<file path="src/rtl/pc_sequencer.sv">
// pc_sequencer: program-counter and phase sequencer for a single-cycle datapath.
// Each instruction runs FETCH (clkA), EXEC_CYCLES of EXEC, WB (clkB), then UPDATE.
// UPDATE latches the datapath's next PC and counts the instruction as retired.
// The block also handles run/step/halt control and a HALT instruction word.
// Optional breakpoint unit: define PC_SEQ_BREAKPOINT_EN.
module pc_sequencer #(
    parameter logic [31:0] RESET_PC    = 32'h0000_0000,
    parameter int          EXEC_CYCLES = 2,
    parameter logic [31:0] HALT_INSTR  = 32'hFFFF_FFFF,
    parameter int          CNT_W       = 32
) (
    input  logic             fast_clk,
    input  logic             rst,
    input  logic             run,
    input  logic             step,
    input  logic             resume,
    input  logic             halt_req,
    input  logic [31:0]      next_pc,
    input  logic [31:0]      instr,
`ifdef PC_SEQ_BREAKPOINT_EN
    input  logic [31:0]      bp_addr,
    input  logic             bp_en,
    output logic             bp_hit,
`endif
    output logic [31:0]      pc,
    output logic             clkA,
    output logic             clkB,
    output logic             halted,
    output logic             busy,
    output logic             misalign,
    output logic [CNT_W-1:0] instr_count
);

    typedef enum logic [2:0] {
        S_IDLE, S_FETCH, S_EXEC, S_WB, S_UPDATE, S_HALTED
    } state_t;

    state_t           state_q, state_d;
    logic [31:0]      pc_q, pc_d;
    logic [3:0]       cnt_q, cnt_d;
    logic             single_q, single_d;
    logic             hpend_q, hpend_d;
    logic             hinstr_q, hinstr_d;   // HALTED was entered via HALT_INSTR
    logic             misalign_q, misalign_d;
    logic [CNT_W-1:0] icnt_q, icnt_d;
    logic             clka_q, clka_d;
    logic             clkb_q, clkb_d;
    logic             halted_q, halted_d;
    logic             busy_q, busy_d;
    logic             fetch_req;
    logic             in_busy;
`ifdef PC_SEQ_BREAKPOINT_EN
    logic             bp_hit_q, bp_hit_d;
    logic             bp_skip_q, bp_skip_d; // let the instruction at bp_addr run once after resume
`endif

    // Next-state, PC, counter and flag computation; outputs decoded from next state
    always_comb begin
        state_d    = state_q;
        pc_d       = pc_q;
        cnt_d      = cnt_q;
        single_d   = single_q;
        hpend_d    = hpend_q;
        hinstr_d   = hinstr_q;
        misalign_d = misalign_q;
        icnt_d     = icnt_q;
        fetch_req  = 1'b0;
`ifdef PC_SEQ_BREAKPOINT_EN
        bp_hit_d   = bp_hit_q;
        bp_skip_d  = bp_skip_q;
`endif
        in_busy = (state_q == S_FETCH) || (state_q == S_EXEC) ||
                  (state_q == S_WB)    || (state_q == S_UPDATE);
        if (in_busy && halt_req)
            hpend_d = 1'b1;

        case (state_q)
            S_IDLE: begin
                if (run) begin
                    fetch_req = 1'b1;
                end else if (step) begin
                    fetch_req = 1'b1;
                    single_d  = 1'b1;
                end
            end
            S_FETCH: begin
                state_d = S_EXEC;
                cnt_d   = 4'(EXEC_CYCLES - 1);
            end
            S_EXEC: begin
                if (cnt_q == 4'd0) begin
                    if (instr == HALT_INSTR) begin
                        state_d  = S_HALTED;
                        hinstr_d = 1'b1;
                    end else begin
                        state_d = S_WB;
                    end
                end else begin
                    cnt_d = cnt_q - 4'd1;
                end
            end
            S_WB: state_d = S_UPDATE;
            S_UPDATE: begin
                pc_d       = {next_pc[31:2], 2'b00};
                icnt_d     = icnt_q + CNT_W'(1);
                misalign_d = misalign_q | (next_pc[1:0] != 2'b00);
                if (hpend_q || halt_req) begin
                    state_d = S_HALTED;
                end else if (single_q || !run) begin
                    state_d  = S_IDLE;
                    single_d = 1'b0;
                end else begin
                    fetch_req = 1'b1;
                end
            end
            S_HALTED: begin
                if (resume) begin
                    state_d  = S_IDLE;
                    hinstr_d = 1'b0;
                    if (hinstr_q)
                        pc_d = pc_q + 32'd4;
`ifdef PC_SEQ_BREAKPOINT_EN
                    if (bp_hit_q) begin
                        bp_hit_d  = 1'b0;
                        bp_skip_d = 1'b1;
                    end
`endif
                end
            end
            default: state_d = S_IDLE;
        endcase

        // FETCH entry, compared against the PC this fetch would use
        if (fetch_req) begin
`ifdef PC_SEQ_BREAKPOINT_EN
            if (bp_en && (pc_d == bp_addr) && !bp_skip_q) begin
                state_d  = S_HALTED;
                bp_hit_d = 1'b1;
            end else begin
                state_d   = S_FETCH;
                bp_skip_d = 1'b0;
            end
`else
            state_d = S_FETCH;
`endif
        end

        // Entering HALTED drops any queued halt and the single-step flag
        if ((state_d == S_HALTED) && (state_q != S_HALTED)) begin
            hpend_d  = 1'b0;
            single_d = 1'b0;
        end

        clka_d   = (state_d == S_FETCH);
        clkb_d   = (state_d == S_WB);
        halted_d = (state_d == S_HALTED);
        busy_d   = (state_d == S_FETCH) || (state_d == S_EXEC) ||
                   (state_d == S_WB)    || (state_d == S_UPDATE);
    end

    // State and registered outputs; reset aborts any instruction in flight
    always_ff @(posedge fast_clk or posedge rst) begin
        if (rst) begin
            state_q    <= S_IDLE;
            pc_q       <= RESET_PC;
            cnt_q      <= 4'd0;
            single_q   <= 1'b0;
            hpend_q    <= 1'b0;
            hinstr_q   <= 1'b0;
            misalign_q <= 1'b0;
            icnt_q     <= '0;
            clka_q     <= 1'b0;
            clkb_q     <= 1'b0;
            halted_q   <= 1'b0;
            busy_q     <= 1'b0;
        end else begin
            state_q    <= state_d;
            pc_q       <= pc_d;
            cnt_q      <= cnt_d;
            single_q   <= single_d;
            hpend_q    <= hpend_d;
            hinstr_q   <= hinstr_d;
            misalign_q <= misalign_d;
            icnt_q     <= icnt_d;
            clka_q     <= clka_d;
            clkb_q     <= clkb_d;
            halted_q   <= halted_d;
            busy_q     <= busy_d;
        end
    end

`ifdef PC_SEQ_BREAKPOINT_EN
    // Breakpoint flags
    always_ff @(posedge fast_clk or posedge rst) begin
        if (rst) begin
            bp_hit_q  <= 1'b0;
            bp_skip_q <= 1'b0;
        end else begin
            bp_hit_q  <= bp_hit_d;
            bp_skip_q <= bp_skip_d;
        end
    end

    assign bp_hit = bp_hit_q;
`endif

    assign pc          = pc_q;
    assign clkA        = clka_q;
    assign clkB        = clkb_q;
    assign halted      = halted_q;
    assign busy        = busy_q;
    assign misalign    = misalign_q;
    assign instr_count = icnt_q;

endmodule

</file>
<file path="config.mk">
export PLATFORM = sky130hd
export DESIGN_NAME = pc_sequencer
export DESIGN_NICKNAME = d
export VERILOG_FILES = /design/src/rtl/pc_sequencer.sv
export SDC_FILE = /design/constraint.sdc
export NUM_CORES = 1
export LEC_CHECK = 0
export ABC_AREA = 1
export CAP_MARGIN = 5
export CORE_MARGIN = 10
export CORE_UTILIZATION = 49
export DETAILED_ROUTE_END_ITERATION = 10
export GPL_ROUTABILITY_DRIVEN = 0
export PLACE_DENSITY_LB_ADDON = 0.3
export SYNTH_ARGS = -nofsm -noshare
export SYNTH_HDL_FRONTEND = slang
export SYNTH_SLANG_ARGS = --single-unit
export TNS_END_PERCENT = 1
</file>
<file path="constraint.sdc">
create_clock -name fast_clk -period 2.86 [get_ports fast_clk]
set_input_delay 0.286 -clock fast_clk [delete_from_list [all_inputs] [get_ports fast_clk]]
set_output_delay 0.286 -clock fast_clk [all_outputs]
set_load 0.005 [all_outputs]
</file>
Yosys cells after proc, flatten, opt, wreduce, memory -nomap -nowiden --
Cells that the tools add are included.
Operators by class: bitwise logic cells 1, shift operators 0, reduce and logical (&&, ||, !) cells 23, multipliers 0, multiplexer cells 29, $add $sub $neg 3, equality and inequality tests 21, $lt $le $gt $ge 0, div/mod/pow operators 0
Operators with widths (count):
- 32-bit 2-to-1 mux | 2
- 32-bit case mux with 2 select lines | 1
- 32-bit by 1-bit adder with 32-bit output (second input constant) | 1
- 32-bit by 3-bit adder with 32-bit output (second input constant) | 1
- 32-bit equality test (second input constant) | 1
- 3-bit 2-to-1 mux | 6
- 3-bit case mux with 6 select lines | 1
- 1-bit 2-to-1 mux | 14
- 3-bit by 2-bit equality test with 1-bit output (second input constant) | 4
- 3-bit equality test (second input constant) | 4
- 2-bit nonzero test | 5
- 3-bit inequality test (second input constant) | 3
- 1-bit logical OR | 8
- 4-bit case mux with 2 select lines | 1
- 3-bit by 1-bit equality test with 1-bit output (second input constant) | 2
- 2-bit inequality test (second input constant) | 3
- 1-bit case mux with 2 select lines | 3
- 5-bit AND reduction | 1
- 4-bit zero test | 1
- 4-bit 2-to-1 mux | 1
- 2-bit by 1-bit inequality test with 1-bit output (second input constant) | 2
- 4-bit AND reduction | 1
- 4-bit by 1-bit subtractor with 4-bit output (second input constant) | 1
- 3-bit zero test | 1
- 8 further kinds | 9
Storage, ports and cells: ROM bits 0, bits of input ports 70, latch bits 0, bits in registers 79, bits in writable memories 0, memories kept 0

Longest topological paths before layout --
Gate-level depths: netlist of the first run.
depth in word-level cells 10, depth in mapped cells 11, gate-level depth less buffers 11

Worst setup path before layout of the first run --
OpenSTA, ideal clock, no wires.
path type register to register, from reg pc_q[2] (netlist: pc[2]), to reg pc_q[24] (netlist: pc[24]), library setup time 0.116 ns, slack 1.237 ns, arrival time 1.507 ns, data required time 2.744 ns, buffers on the path 0, cell stages (with the launch flop) 11, clock period less this slack 1.623 ns, cell sequence dfrtp_1 -> ha_1 -> nand3_2 -> nor2_1 -> nand2_1 -> nor2_4 -> nand3_1 -> nand2_1 -> nand3_1 -> nand2_1 -> nand2_1
On the way: cells in the longest elaborated chain, start to end 4
RTL lines:
- start, declared | line 39 | logic [31:0] pc_q, pc_d;
- start signal, assigned | line 178 | pc_q <= pc_d;
- 32-bit by 3-bit adder with 32-bit output | line 121 | pc_d = pc_q + 32'd4;
- 32-bit 2-to-1 mux | line 120 | if (hinstr_q)
- 32-bit 2-to-1 mux | line 117 | if (resume) begin
- 32-bit case mux with 2 select lines | line 77 | case (state_q)
No other way between the ends. The select of a mux whose other input is x is not followed. A chain may end at the register's enable or synchronous reset.

Worst setup path in the final report of the first run --
from reg state_q[2], to reg pc_q[17] (netlist: pc[17])
On the way: cells in the longest elaborated chain, start to end 3
RTL lines:
- start, declared | line 38 | state_t state_q, state_d;
- start signal, assigned | line 177 | state_q <= state_d;
- 3-bit equality test | line 77
- 2-bit inequality test (no line) or 2-bit nonzero test (tied branches)
- 3-bit AND reduction (no line)
Parallel ways exist; a longest one is shown, timed or not.

==> results of run 1 <==
-- state kept, by name (all words and copies together) (netlist names), 3 cells and up --
signal	flops
instr_count	32
pc	30
cnt_q	4
state_q	3
-- worst max-delay path: cells and delay by family, from the launching register on --
| kind | cells | cell delay (ps) |
|---|---|---|
| and+or+nand+nor | 2 | 290 |
| buffers and inverters | 2 | 640 |
| AOI/OAI and AO/OA | 3 | 720 |
| DFF | 1 | 440 |
-- metrics by stage --
| step | power [mW] | utilization (%) | setup WS, ps |
|---|---|---|---|
| finish | 4.55 | 66.3 | 708 |
| global route | 4.87 | 66.3 | 497 |
| global placement | 3.57 | 64.3 | 838 |
| CTS | 4.55 | 66.3 | 730 |
| floorplan | 2.71 | - | 607 |
| detailed placement | 3.66 | 64.3 | 747 |
-- final timing paths --
| kind | startpoint | depth (start not counted) | slack (ps) | to |
|---|---|---|---|---|
| min reg2reg | cnt_q[0] | 1 | 480 | cnt_q[0] |
| max | state_q[2] | 7 | 710 | pc[17] |
| max reg2reg | state_q[2] | 7 | 710 | pc[17] |
| max in group asynchronous | rst | 3 | 1890 | pc[26] |
| min in group fast_clk | cnt_q[0] | 1 | 480 | cnt_q[0] |
| min | rst | 2 | 290 | instr_count[22] |
-- cell usage after synthesis, types with 3 or more instances --
| master | count | area share, % |
|---|---|---|
| xnor2_1 | 5 | 0.85 |
| inv_1 | 84 | 6.1 |
| nand3b_1 | 5 | 0.73 |
| nor2_1 | 92 | 6.7 |
| inv_2 | 3 | 0.22 |
| o21ai_1 | 4 | 0.39 |
| dfrtp_1 | 77 | 38 |
| nor3_1 | 24 | 2.3 |
| or2_2 | 5 | 0.61 |
| nor2_4 | 3 | 0.66 |
| o22ai_1 | 5 | 0.61 |
| clkbuf_1 | 5 | 0.37 |
| xor2_1 | 23 | 3.9 |
| o21a_1 | 10 | 1.5 |
| nand3_1 | 51 | 5.0 |
| nand2_2 | 3 | 0.37 |
| a21oi_1 | 13 | 1.3 |
| nor4_1 | 3 | 0.37 |
| ha_1 | 3 | 0.73 |
| o21ai_0 | 29 | 2.8 |
| nand4_1 | 25 | 3.1 |
| nand2_1 | 258 | 19 |
| buf_4 | 3 | 0.44 |
| buf_2 | 7 | 0.68 |
-- cells by family (layout without fill, tap and decap cells) --
logic type | Yosys count | after routing | synth area share (%)
buf+inv | 104 | 243 | 8.30
flops | 77 | 77 | 37.6
compound gates | 72 | 72 | 8.30
fa+ha+maj | 3 | 3 | 0.732
simple gates | 478 | 478 | 40.2
xor+xnor | 28 | 28 | 4.78
other cells | 1 | 2 | 0.0731
-- layout by cell type (no fill, tap or decap), types with 4 or more instances in the layout --
master             n
o21ai_0           29
a21oi_1           13
o21a_1            10
nand4_1           25
clkdlybuf4s50_1  136
o22ai_1            5
nand3b_1           5
o21ai_1            4
clkbuf_8          11
xor2_1            23
xnor2_1            5
inv_2              4
nand3_1           51
nand2_1          258
or2_2              5
inv_1             83
nor3_1            24
nor2_1            92
dfrtp_1           77
-- layout make-up --
type	count	area, um2
clock inverter	5	57.6
inverter	87	327
timing repair buffer	140	1400
tap	136	170
multi-input combinational	583	2780
clock buffer	11	151
fill	883	3460
sequential	77	1930
-- where the power goes --
group	total, mW	internal, mW	switching (mW)	leakage (nW)
clock network	0.882	0.453	0.429	0.110
registers	1.82	1.40	0.417	0.984
logic	1.86	0.887	0.969	1.94
total	4.55	2.74	1.81	3.04
-- metal layers --
metal  vias up  share of wire, %
met5         -                 0
li1       2713                 -
met1      2617                40
met3        37               8.1
met2       263                50
met4         0               2.5
==> impl_metrics.yaml, run 1 <==
grt:
  antenna_found_initial: 0
  busiest_layer: "met2"
  grt_util_met1_pct: 25.4
  grt_pass1_vias: 5560
  gr-total-overflow: 0
  grt_max_degree: 55
  grt_pass1_wl_um: 26200
  met2_usage_pct: 36.9
  grtUsageMet3_pct: 4.04
  grtUsageTotal_pct: 21.2
synth:
  syn_avg_cell_area_um2: 6.72
  syn_area_um2: 5130
  synth_seq_cells: 77
  synthFlopType: "dfrtp_1"
  synth_edf_count: 0
  yosys_warnings: 0
  syn-instance-count: 763
  yosysUniqueCellTypes: 39
  seq_area_frac_synth_pct: 37.6
  async_reset_ff_share_pct: 100
sta:
  tns_ps: 0
  timing.hold.ws_ps: 290
  fmax_mhz: 465
  worstMarginPinSlew_ps: 535
  min_period_ps: 2150
  hold_violations: 0
  slew-limit-headroom_pct: 64.3
  finalClockSkew_ps: 18.4
  setup_viol: 0
  rsz0062_at_grt: "no"
  drv_slew: 0
  period_share_pct: 75.2
cts:
  ctsHtreeMaxLevel: 3
  cts_resized: 0
  clock_path_buffers: 2
  cts_setup_buffers: 0
  cts_tree: "yes"
  path_clk_slew_ps: 90
  cts_hold_buffers: 0
  numCtsBuffers: 9
  clock_sink_count: 77
  clock_tree.root_cell: "clkbuf_8"
  clock_latency_ps: 360
routing:
  vias_per_cell: 5.42
  vias: 5630
  drt_iter0_markers: 456
  ant_nets: 0
  routedWlPerCell_um: 15.7
  wl_um: 16300
  drc_errors: 0
  dr.pass1.iters: 5
worst_setup_path:
  endpoint_kind: "flop"
  crit_path_frequent_cell: "buf_4"
  path_class: "reg2reg"
  cp_slowest_stage_delay_ps: 440
  startpoint_type: "flop"
  cp_slowest_cell: "dfrtp_1"
  cp_data_required_time_ps: 3150
  crit_fanout: 26
  critPathArrivalTime_ps: 2440
  path_cells: "nand3_1 -> buf_4 -> nor2_1 -> a21oi_4 -> buf_4 -> o21ai_0 -> o21ai_1"
die:
  io_pins: 139
  dieArea_um2: 15000
  die_w_um: 122
  fp-row-count: 37
  initial_core_util_pct: 49.9
  coreArea_um2: 10300
  fp.dieH_um: 122
cells_and_area:
  finalNetCount: 971
  antennaDiodeCount: 0
  design_area_um2: 6820
  drive_above_1_share_pct: 4.76
  final_cells: 1039
  syn2layout_area_growth_pct: 32.9
place:
  placed_area_um2: 6610
  hpwl_um: 12600
  portBuffers: 136
  place_inst: 1023
job:
  max_cap_violations: 0
pwr:
  vdd_drop_max_uv: 373
  leakage_nw: 3.04
  pwr_density_cell_nw_per_um2: 668
outcome:
  outcome: "completed"
hold_path:
  hp-class: "in2async"
Power figures use the tool's default switching activity.
==> inputs of run 2 (changes only) <==
clock period = 2.2 ns   (was 2.86 ns; I/O delays follow)
==> run 2 against run 1 <==
  * Clock power increased by 38%
  * Sequential power is 29% higher
  * Sequential cell count stayed put
  * Power grew 31%
  * Critical path type unchanged
  * Critical endpoint is now pc[24]
  * Highest routed layer unchanged
==> impl_metrics.yaml, run 2 (synthesis gave the netlist of run 1 again) <==
outcome:
  outcome: "completed"
cts:
  ctsHtreeMaxLevel: 3
  clock_sink_count: 77
  clock_path_buffers: 2
  cts_resized: 0
  clock_latency_ps: 350
  cts_tree: "yes"
  cts_hold_buffers: 0
  clock_tree.root_cell: "clkbuf_8"
  path_clk_slew_ps: 80
  numCtsBuffers: 9
  cts_setup_buffers: 0
die:
  fp-row-count: 37
  io_pins: 139
  initial_core_util_pct: 49.9
  coreArea_um2: 10300
  fp.dieH_um: 122
  die_w_um: 122
  dieArea_um2: 15000
worst_setup_path:
  crit_path_frequent_cell: "nand2_1"
  r2r_slack_ps: 350
  path_class: "reg2reg"
  cp_slowest_cell: "dfrtp_1"
  crit_fanout: 9
  cp_slowest_stage_delay_ps: 480
  worstRegToRegCells: 10
  startpoint_type: "flop"
  critPathArrivalTime_ps: 2100
  path_cells: "ha_1 -> nand3_2 -> nor2_1 -> nand2_1 -> nor2_4 -> nand3_1 -> nand2_1 -> nand3_1 -> nand2_1 -> nand2_1"
  worstReg2RegStart: "pc[2]"
  endpoint_kind: "flop"
  cp_data_required_time_ps: 2450
  crit_path_start: "pc[2]"
  cp-endpoint: "pc[24]"
  worstReg2RegEnd: "pc[24]"
sta:
  fmax_mhz: 541
  hold_violations: 0
  drv_slew: 0
  min_period_ps: 1850
  setup_viol: 0
  period_share_pct: 84.0
  finalClockSkew_ps: 8.31
  rsz0062_at_grt: "no"
  tns_ps: 0
job:
  max_cap_violations: 0
cells_and_area:
  drive_above_1_share_pct: 5.18
  fillers: 900
  syn2layout_area_growth_pct: 34.3
  antennaDiodeCount: 0
  final_util_pct: 67.0
  largest_reg_flops: 32
  final_common_cell: "nand2_1"
  regArea_um2: 1930
  multi_input_area_um2: 2780
  finalNetCount: 975
  layout_common_cells: "nand2_1 (258), clkdlybuf4s50_1 (136), nor2_1 (92)"
pwr:
  pwr_density_cell_nw_per_um2: 869
  vdd_drop_max_uv: 432
  leakage_nw: 3.07
routing:
  routedWlPerCell_um: 15.1
  ant_nets: 0
  top_layer_used: "met4"
  drc_errors: 0
  drt_iter0_markers: 494
  m1WireLength_um: 6510
  dr_wl_met2_um: 7630
  wl_um: 15700
  vias_per_cell: 5.34
  wl_met3_um: 1210
  dr.pass1.iters: 5
  vias: 5572
grt:
  antenna_found_initial: 0
  grt_max_degree: 45
  grt_pass1_vias: 5302
  grt_pass1_wl_um: 25700
  grtUsageTotal_pct: 20.8
  gr-total-overflow: 0
place:
  portBuffers: 136
  hpwl_um: 12400
hold_path:
  hp-class: "in2async"
## run 2: changes by cell type in the layout (fill, tap and decap cells not counted), sizes merged
cell      previous run  this run
buf                  4         8
clkinvlp             0         1
clkbuf              11        10
bufinv               1         2
inv                 88        87
## run 2: power breakdown
| group | total [mW] | leakage [nW] | internal [mW] | switching [mW] |
|---|---|---|---|---|
| sequential | 2.34 | 0.984 | 1.82 | 0.521 |
| clock | 1.22 | 0.112 | 0.668 | 0.548 |
| combinational | 2.43 | 1.97 | 1.18 | 1.25 |
## run 2: worst min-delay path by stage
stage / depth (start not counted) / startpoint / slack [ps] / to
after detailed placement: 1 / misalign / 460 / misalign
after floorplan: 2 / next_pc[3] / 380 / pc[3]
after global placement: 1 / cnt_q[0] / 460 / cnt_q[0]
final: 2 / rst / 190 / instr_count[27]
after CTS: 2 / rst / 210 / instr_count[27]
after global routing: 2 / rst / 220 / instr_count[27]
## run 2: per-layer routing
layer / global-route usage [%] / up-vias
met5: 0 / -
met4: 6.92 / 0
met3: 3.58 / 29
met2: 35.4 / 255
met1: 26.3 / 2565
li1: - / 2723
## run 2: critical path, delay by kind of cell, from the launching register on
| kind | cells | cell delay [ps] |
|---|---|---|
| and+or+nand+nor | 9 | 1030 |
| DFF | 1 | 480 |
| adders and majority gates | 1 | 250 |
## run 2: per-stage QoR
step                std cells  hold slack, ps  area [um2]  worst slack [ps]  total power, mW
detailed placement       1027             463        6660               394             4.78
global route             1043             220        6890               169             6.42
floorplan                 764             375        5130              13.3             3.53
finish                   1043             195        6890               351             5.98
CTS                      1043             213        6890               381             5.99
global placement         1027             456        6660               427             4.70
## run 2: final cells by class
class	count	area share (%)
Timing Repair Buffer	144	21.2
Inverter	87	4.74
Sequential cell	77	28.0
Tap cell	136	2.47
Multi-Input combinational cell	583	40.4
Clock inverter	6	1.25
Clock buffer	10	2.00
